**src/rtl/cpu_pkg.sv**
```systemverilog
// Shared definitions for the multi-cycle core: sequencer states, instruction
// class encodings, ALU operation codes and the HALT opcode.
package cpu_pkg;

  typedef enum logic [2:0] {
    S_FETCH,
    S_DECODE,
    S_EXEC,
    S_MEM,
    S_WB,
    S_HALT
  } state_t;

  localparam logic [1:0] CLS_REG = 2'b00;
  localparam logic [1:0] CLS_IMM = 2'b01;
  localparam logic [1:0] CLS_MEM = 2'b10;
  localparam logic [1:0] CLS_BR  = 2'b11;

  localparam logic [5:0] OPC_HALT = 6'b111111;

  localparam logic [3:0] ALU_ADD = 4'd0;
  localparam logic [3:0] ALU_SUB = 4'd1;
  localparam logic [3:0] ALU_AND = 4'd2;
  localparam logic [3:0] ALU_OR  = 4'd3;
  localparam logic [3:0] ALU_XOR = 4'd4;
  localparam logic [3:0] ALU_SHL = 4'd5;
  localparam logic [3:0] ALU_SHR = 4'd6;
  localparam logic [3:0] ALU_SRA = 4'd7;

endpackage

```
**src/rtl/cpu_alu.sv**
```systemverilog
// Combinational ALU; codes 8..15 pass operand b through, which is how the
// instruction set expresses register/literal moves.
module cpu_alu
  import cpu_pkg::*;
#(
  parameter int WIDTH = 32
) (
  input  logic [WIDTH-1:0] a,
  input  logic [WIDTH-1:0] b,
  input  logic [3:0]       op,
  output logic [WIDTH-1:0] result
);

  logic [4:0] shamt;

  assign shamt = b[4:0];

  always_comb begin
    result = b;
    case (op)
      ALU_ADD: result = a + b;
      ALU_SUB: result = a - b;
      ALU_AND: result = a & b;
      ALU_OR:  result = a | b;
      ALU_XOR: result = a ^ b;
      ALU_SHL: result = a << shamt;
      ALU_SHR: result = a >> shamt;
      ALU_SRA: result = $signed(a) >>> shamt;
      default: result = b;
    endcase
  end

endmodule

```
**src/rtl/cpu_datapath_mc.sv**
```systemverilog
// Multi-cycle core: fetch/decode/exec/mem/writeback sequencer, register file
// and PC, talking to memory over a request/acknowledge port.
module cpu_datapath_mc
  import cpu_pkg::*;
#(
  parameter int                WIDTH    = 32,
  parameter int                AWIDTH   = 32,
  parameter int                NREGS    = 32,
  parameter logic [AWIDTH-1:0] RESET_PC = '0
) (
  input  logic              clk,
  input  logic              reset,
  output logic              mem_req,
  output logic              mem_we,
  output logic [AWIDTH-1:0] mem_addr,
  output logic [WIDTH-1:0]  mem_wdata,
  input  logic [WIDTH-1:0]  mem_rdata,
  input  logic              mem_ack,
  output logic              halted,
  output logic [AWIDTH-1:0] pc_out
);

  localparam int RBITS = $clog2(NREGS);

  state_t            state;
  state_t            state_next;
  logic              run;
  logic [AWIDTH-1:0] pc;
  logic [AWIDTH-1:0] pc_inc;
  logic [AWIDTH-1:0] ea;
  logic [31:0]       ir;
  logic [WIDTH-1:0]  a;
  logic [WIDTH-1:0]  b;
  logic [WIDTH-1:0]  res;
  logic [WIDTH-1:0]  regs [NREGS];

  logic [5:0]        opcode;
  logic [1:0]        cls;
  logic [RBITS-1:0]  ra_idx;
  logic [RBITS-1:0]  rb_idx;
  logic [15:0]       lit;
  logic [WIDTH-1:0]  lit_w;
  logic [AWIDTH-1:0] lit_a;
  logic              is_store;
  logic              br_taken;
  logic              ack_ok;
  logic [WIDTH-1:0]  alu_b;
  logic [WIDTH-1:0]  alu_result;

  assign opcode   = ir[31:26];
  assign cls      = opcode[5:4];
  assign ra_idx   = ir[21 +: RBITS];
  assign rb_idx   = ir[16 +: RBITS];
  assign lit      = ir[15:0];
  assign lit_w    = WIDTH'($signed(lit));
  assign lit_a    = AWIDTH'($signed(lit));
  assign is_store = opcode[0];
  assign br_taken = ~opcode[0] | a[WIDTH-1];
  assign pc_inc   = pc + AWIDTH'(1);
  assign alu_b    = (cls == CLS_IMM) ? lit_w : b;

  // run stays low through reset so every memory output shows its reset value
  // and no request can start until the cycle after reset is released.
  assign mem_req   = run & ((state == S_FETCH) | (state == S_MEM));
  assign mem_we    = run & (state == S_MEM) & is_store;
  assign mem_addr  = !run ? '0 : ((state == S_MEM) ? ea : pc);
  assign mem_wdata = mem_we ? b : '0;
  assign ack_ok    = mem_req & mem_ack;
  assign halted    = (state == S_HALT);
  assign pc_out    = pc;

  cpu_alu #(.WIDTH(WIDTH)) u_alu (
    .a      (a),
    .b      (alu_b),
    .op     (opcode[3:0]),
    .result (alu_result)
  );

  always_ff @(posedge clk) begin
    if (reset) begin
      state <= S_FETCH;
      run   <= 1'b0;
    end else begin
      state <= state_next;
      run   <= 1'b1;
    end
  end

  always_comb begin
    state_next = state;
    case (state)
      S_FETCH:  if (ack_ok) state_next = S_DECODE;
      S_DECODE: state_next = (opcode == OPC_HALT) ? S_HALT : S_EXEC;
      S_EXEC: begin
        case (cls)
          CLS_MEM: state_next = S_MEM;
          CLS_BR:  state_next = S_FETCH;
          default: state_next = S_WB;
        endcase
      end
      S_MEM:    if (ack_ok) state_next = is_store ? S_FETCH : S_WB;
      S_WB:     state_next = S_FETCH;
      S_HALT:   state_next = S_HALT;
      default:  state_next = S_FETCH;
    endcase
  end

  // r0 is never written, so its reset value keeps it reading as zero.
  always_ff @(posedge clk) begin
    if (reset) begin
      pc  <= RESET_PC;
      ir  <= '0;
      a   <= '0;
      b   <= '0;
      res <= '0;
      ea  <= '0;
      for (int i = 0; i < NREGS; i++) regs[i] <= '0;
    end else begin
      case (state)
        S_FETCH: if (ack_ok) ir <= mem_rdata[31:0];
        S_DECODE: begin
          a <= regs[ra_idx];
          b <= regs[rb_idx];
        end
        S_EXEC: begin
          case (cls)
            CLS_MEM: ea <= AWIDTH'(a) + lit_a;
            CLS_BR:  pc <= br_taken ? (pc + lit_a) : pc_inc;
            default: res <= alu_result;
          endcase
        end
        S_MEM: begin
          if (ack_ok) begin
            if (is_store) pc <= pc_inc;
            else          res <= mem_rdata;
          end
        end
        S_WB: begin
          if (ra_idx != '0) regs[ra_idx] <= res;
          pc <= pc_inc;
        end
        default: ;
      endcase
    end
  end

endmodule

```
**config.mk**
```make
export PLATFORM = sky130hd
export DESIGN_NAME = cpu_datapath_mc
export DESIGN_NICKNAME = d
export VERILOG_FILES = /design/src/rtl/cpu_pkg.sv /design/src/rtl/cpu_alu.sv /design/src/rtl/cpu_datapath_mc.sv
export SDC_FILE = /design/constraint.sdc
export NUM_CORES = 2
export LEC_CHECK = 0
export CAP_MARGIN = 25
export CORE_MARGIN = 5
export CORE_UTILIZATION = 60
export CTS_CLUSTER_DIAMETER = 30
export CTS_CLUSTER_SIZE = 28
export DETAILED_ROUTE_END_ITERATION = 16
export DONT_BUFFER_PORTS = 1
export PLACE_DENSITY = 0.76
export SLEW_MARGIN = 10
export SYNTH_ARGS = -nofsm -noshare
export SYNTH_HDL_FRONTEND = slang
export SYNTH_HIERARCHICAL = 1
export SYNTH_SLANG_ARGS = --single-unit
```
**constraint.sdc**
```tcl
create_clock -name clk -period 12.81 [get_ports clk]
set_clock_uncertainty 0.05 [all_clocks]
set_input_delay 3.2025 -clock clk [delete_from_list [all_inputs] [get_ports clk]]
set_output_delay 3.2025 -clock clk [all_outputs]
set_load 0.1 [all_outputs]
```
; ---- Yosys cells after proc, flatten, opt, wreduce, memory -nomap -nowiden
; Memories as Yosys holds them, arrays and structs flattened. A register that Yosys moved wholly into a read port is not among the register bits.
; Cells that the tools add are included.
[classes]
addsub = 5
n_lt_le_gt_ge = 0
mux = 30
n_mul = 0
eq_ne = 22
reduce_logical = 12
bitwise_logic = 10
div_mod_pow = 0
shifts = 3
[op_table]
columns = cell, n
row1 = $mux W32, 12
row2 = $pmux W32 S8, 1
row3 = $add A32 B32 Y32, 3
row4 = $pmux W32 S3, 1
row5 = $pmux W32 S2, 1
row6 = $add A32 B1 Y32 const B, 1
row7 = $and A32 B32 Y32, 1
row8 = $or A32 B32 Y32, 1
row9 = $reduce_or A32 Y1, 1
row10 = $shl A32 B5 Y32, 1
row11 = $shr A32 B5 Y32, 1
row12 = $sshr A32 B5 Y32, 1
row13 = $sub A32 B32 Y32, 1
row14 = $xor A32 B32 Y32, 1
row15 = $eq A4 B3 Y1 const B, 4
row16 = $pmux W3 S5, 1
row17 = $mux W3, 4
row18 = $ne A2 B2 Y1 const B, 6
row19 = $eq A4 B2 Y1 const B, 2
row20 = $mux W1, 8
row21 = $reduce_and A4 Y1, 2
row22 = $eq A3 B2 Y1 const B, 2
row23 = $eq A3 B3 Y1 const B, 2
row24 = $eq A6 B6 Y1 const B, 1
row25 = 16 further kinds, 23
[word_totals]
wordCells = 89
latchBits = 0
input_bits = 35
reg_bits = 132
output_inout_bits = 99
n_memories = 1
mem_bits_ro = 0
ram_bits = 1024
[mem_list]
columns = name, words, word_bits, read_ports, rd_ports_with_merged_regs, write_ports, line
row1 = regs, 32, 32, 2, 2, 32, cpu_datapath_mc.sv:35  ; logic [WIDTH-1:0] regs [NREGS];

; ---- Logic depth before layout (Yosys ltp)
[depth]
ltp_word = 7
mapped_depth = 29
depth_no_buf = 22

; ---- Modules after synthesis
; The synthesis kept the hierarchy.
[modules_own_cells]
columns = mod, cells_each, seq_area_each_um2, area_per_inst_um2, n_inst
row1 = cpu_datapath_mc, 4897, 34673.3, 65880.7, 1
row2 = cpu_alu, 1134, 0.0, 8141.6, 1

; ---- Worst setup path before layout
; No wires, ideal clock.
[synth_timing]
path_kind = register to output
start = register state[1]
end = output port mem_addr[0]
path_slack_ns = 5.836
arrival_time_ns = 3.722
t_required_ns = 9.557
n_path_buf = 4
path_stages_with_launch = 9
cell_sequence = dfxtp_1 > clkbuf_1 > nand2b_1 > clkbuf_1 > nor2_1 > clkbuf_1 > buf_1 > nand2_1 > a21boi_0
[synth_via]
elab_chain_cells = 3
[synth_lines]
columns = element, line
row1 = "start, declared", cpu_datapath_mc.sv:25  ; state_t state;
row2 = "start signal, assigned", cpu_datapath_mc.sv:84  ; state <= state_next;
row3 = $eq A3 B2 Y1, cpu_datapath_mc.sv:66  ; assign mem_addr = !run ? '0 : ((state == S_MEM) ? ea : pc);
row4 = $mux W32 (2 in a row), cpu_datapath_mc.sv:66
row5 = "end, declared", cpu_datapath_mc.sv:15  ; output logic [AWIDTH-1:0] mem_addr,
; Every way passes these cells.

; ---- Worst setup path in the final report
[layout_timing]
start = register run
end = output port mem_wdata[16]
[layout_via]
elab_chain_cells = 3
[layout_lines]
columns = element, line
row1 = "start, declared", cpu_datapath_mc.sv:27  ; logic run;
row2 = "start signal, assigned", cpu_datapath_mc.sv:82  ; run <= 1'b0;
row3 = "start signal, assigned", cpu_datapath_mc.sv:85  ; run <= 1'b1;
row4 = $and A1 B1 Y1 (2 in a row), cpu_datapath_mc.sv:65  ; assign mem_we = run & (state == S_MEM) & is_store;
row5 = named net mem_we, cpu_datapath_mc.sv:14  ; output logic mem_we,
row6 = $mux W32, cpu_datapath_mc.sv:67  ; assign mem_wdata = mem_we ? b : '0;
row7 = "end, declared", cpu_datapath_mc.sv:16  ; output logic [WIDTH-1:0] mem_wdata,
; The timed path passes the listed nets, and every way through them passes these cells.

==> metrics.txt <==
status=complete, no violations; crit end category=output port; top cells by count, synth=and2_1, edfxtp_1, mux4_2, nand2_1, clkbuf_1; GR met3 Demand/Resource=0.1410; CTS sink count=1220; DRT iter0 DRCs=10800; Detailed Route WL=288.3 mm; main area contributors after synthesis=edfxtp_1, mux4_2, and2_1; Hold Vio Cnt, Final=0; Root Buffer=clkbuf_16; Primary FF master, synth=edfxtp_1; Rel. slew slack=0.1777; total grt overflow=0; global-route wire length before repair=409.0 mm; CP cell instances=and3_2 > and2_1; initial antenna violation count=31; Most Used Layer, Global Route=met2; share of layout cells above drive strength 1=0.2427; slowest CP cell=and3_2; vias in the first global route=57150; CTS buffer count=280; Hold EP=ea[7]; internal power=11.30 mW; worst-case reg-to-reg path depth=22; number of post-CTS setup repair buffers=0; NumNets Final=6235; Cells on Worst Hold Path=2; Critical Path Max Stage Delay=1010 ps; switching part of the total=0.3632; # port buffers=0; #FFs+latches synth=1220; Combinational Power Share=0.318; post-synthesis sequential area ratio=0.4684; reg-to-reg setup timing slack=6260 ps; CP Data Required Time=9560 ps; Hold Buf Count CTS=0; Clock Latency Late Sink=920 ps; worst hold margin=396.8 ps; met1 usage=0.5373; Finished Layout Cells=7882; Psw=6.447 mW; FP Rows=128; Area growth syn-to-layout=16.85%; hpwl dp=178.4 mm; CTS max path bufs=4; Critical Path Source Type=flip-flop; H-tree levels=5; Final min period=7001 ps; asr flop ratio synth=0; placed cells=7365; Vias/cell=7.475; critical path fanouts, max=35; CP Class=flip-flop to output port; Via Count=58920; Finish-stage setup viols=0; die span in y=361.2 µm; syn_area_per_cell=12.27 µm²; post-synthesis cell area=74020 µm²; Power Density=205.2 nW/µm²; Lkg Pwr=30.86 nW; fmax=0.1428 GHz; RSZ-0062 raised after global routing=false; met2 usage=0.6310; Synth top area share=0.4154; Total GRT Usage=0.4340; Post-synth EDFFs=1024; Layout Utilization=0.7078; hold crit path type=flip-flop to flip-flop; First-pass DRT Iterations=6; Peak VDD IR=0.0002060 V; setup_tns=0 ps; Crit. Startpoint=run; per-cell routed wire length=36.58 µm; CTS tree=built; synth unique cells=94; Slew Viols, Final=0; CP Data Arrival Time=3750 ps; I/O pin count=134; max-cap check violation count=0; Reg-to-Reg End=res[27]; Seq pwr share=0.285; CP delay by family, top=simple AND/OR/NAND/NOR gates; Post-DRT Antenna Nets=0; Final Wtd Congestion=1.057; Yosys top cell by area=edfxtp_1; WP buf/inv=0; worst r2r src=ir[31]; power share of the clock group=0.398; DRC errors left=0; Initial Util=0.6058; die area=130500 µm²; most frequent cell after synthesis=and2_1; chip width=361.2 µm; Least-Margin Pin Slew=1199 ps; Synth Instances=6031; Worst-path clk slew=50 ps; largest net degree at the start of global routing=218; worst hold start=ea[7]; period utilization=0.5466; YS warnings=6; core box area=122200 µm²; Pwr Total=17.75 mW; PostCTS Resize Cnt=0
==> sequential cells by signal, indices dropped and copies added, names as in the netlist <==
| register | count |
|---|---|
| pc_out | 32 |
| a | 32 |
| b | 32 |
| run | 1 |
| ea | 32 |
| ir | 32 |
| regs | 1024 |
| res | 32 |
| state | 3 |
==> placed cells by master (no fill, tap or decap), types with 24 or more instances in the layout <==
| cell type | instances |
|---|---|
| xnor2_1 | 68 |
| and2_1 | 1037 |
| edfxtp_1 | 1024 |
| clkbuf_16 | 290 |
| nand3_1 | 72 |
| clkinvlp_4 | 24 |
| mux4_2 | 634 |
| xor2_1 | 28 |
| a31oi_1 | 46 |
| bufinv_16 | 34 |
| a311oi_1 | 45 |
| nor2_4 | 25 |
| a221oi_1 | 37 |
| nand2_1 | 465 |
| a21boi_2 | 33 |
| a21oi_1 | 292 |
| ha_1 | 160 |
| conb_1 | 32 |
| nor2_1 | 255 |
| buf_8 | 29 |
| clkbuf_1 | 32 |
| mux2i_1 | 125 |
| a211oi_1 | 76 |
| buf_4 | 191 |
| inv_1 | 104 |
| a22oi_1 | 41 |
| o211ai_1 | 38 |
| dfxtp_1 | 185 |
| clkinv_2 | 42 |
| mux2_2 | 49 |
| o21ai_0 | 139 |
| nand4_1 | 26 |
| o21ai_4 | 24 |
| clkinv_1 | 29 |
| nor3_1 | 44 |
| a21o_1 | 42 |
==> power by group through the flow <==
stage | combinational [mW] | sequential [mW] | clock [mW]
global route | 5.89 | 5.04 | 7.27
detailed placement | 5.23 | 5.13 | 0
CTS | 5.28 | 5.08 | 7.04
finish | 5.64 | 5.05 | 7.06
floorplan | 3.57 | 4.88 | 0
global placement | 5.04 | 5.20 | 0
==> routing by layer <==
layer / vias to the layer above / wire, µm
met5: - / 125
met4: 18 / 28170
met3: 1552 / 42840
met2: 5796 / 124700
met1: 28590 / 92470
li1: 22960 / -
==> worst max-delay path by stage <==
stage | endpoint | slack, ps | cells after the start
after floorplan | mem_addr[0] | 5840 | 8
after global placement | res[30] | 6730 | 23
after detailed placement | res[30] | 6620 | 23
after CTS | mem_wdata[27] | 5820 | 4
after global routing | mem_wdata[31] | 5640 | 2
final | mem_wdata[16] | 5810 | 2
==> through the flow <==
| step | worst slack [ps] | area, µm² |
|---|---|---|
| 6_report | 5809 | 86490 |
| 5_1_grt | 5635 | 86460 |
| 4_1_cts | 5819 | 86190 |
| 3_5_place_dp | 6620 | 77040 |
| 3_3_place_gp | 6726 | 76150 |
| 2_1_floorplan | 5836 | 74140 |
==> cell families after synthesis <==
family          count (synthesis)  share of synthesized area
mux                           813                     0.2181
simple gates                 2073                     0.1499
flops                        1220                     0.4684
fa+ha+maj                     163                    0.02786
xor+xnor                       97                    0.01158
buf+inv                       672                    0.03622
compound gates                992                    0.08783
other cells                     1                 0.00005066
==> worst reg2reg max path, stage by stage, from the launching register on <==
cell and delay [ps]:
dfxtp_1 400, nand2b_1 130, buf_4 410, mux2_2 420, inv_2 630, ha_1 330, nor2b_1 300, nor3b_2 360
nand2b_1 210, nor2_1 340, nor2_1 100, xnor2_1 170, ha_1 350, nand2_1 120, nand2b_1 130, a21o_1 200
a221oi_1 420, a21oi_2 170, o41ai_1 390, nor3b_1 100, a211oi_1 200, nand2_1 110, a311oi_1 350
==> final cells by class <==
class	instances	area (µm²)
diodes	22	55.05
clock buffers	323	7357
clock inverters	157	1789
fillers	7842	35700
inverters	107	402.9
multi-input cells	4170	37470
flip-flops and latches	1220	34710
well taps	1625	2033
repair buffers	258	2675
Power figures use the tool's default switching activity.
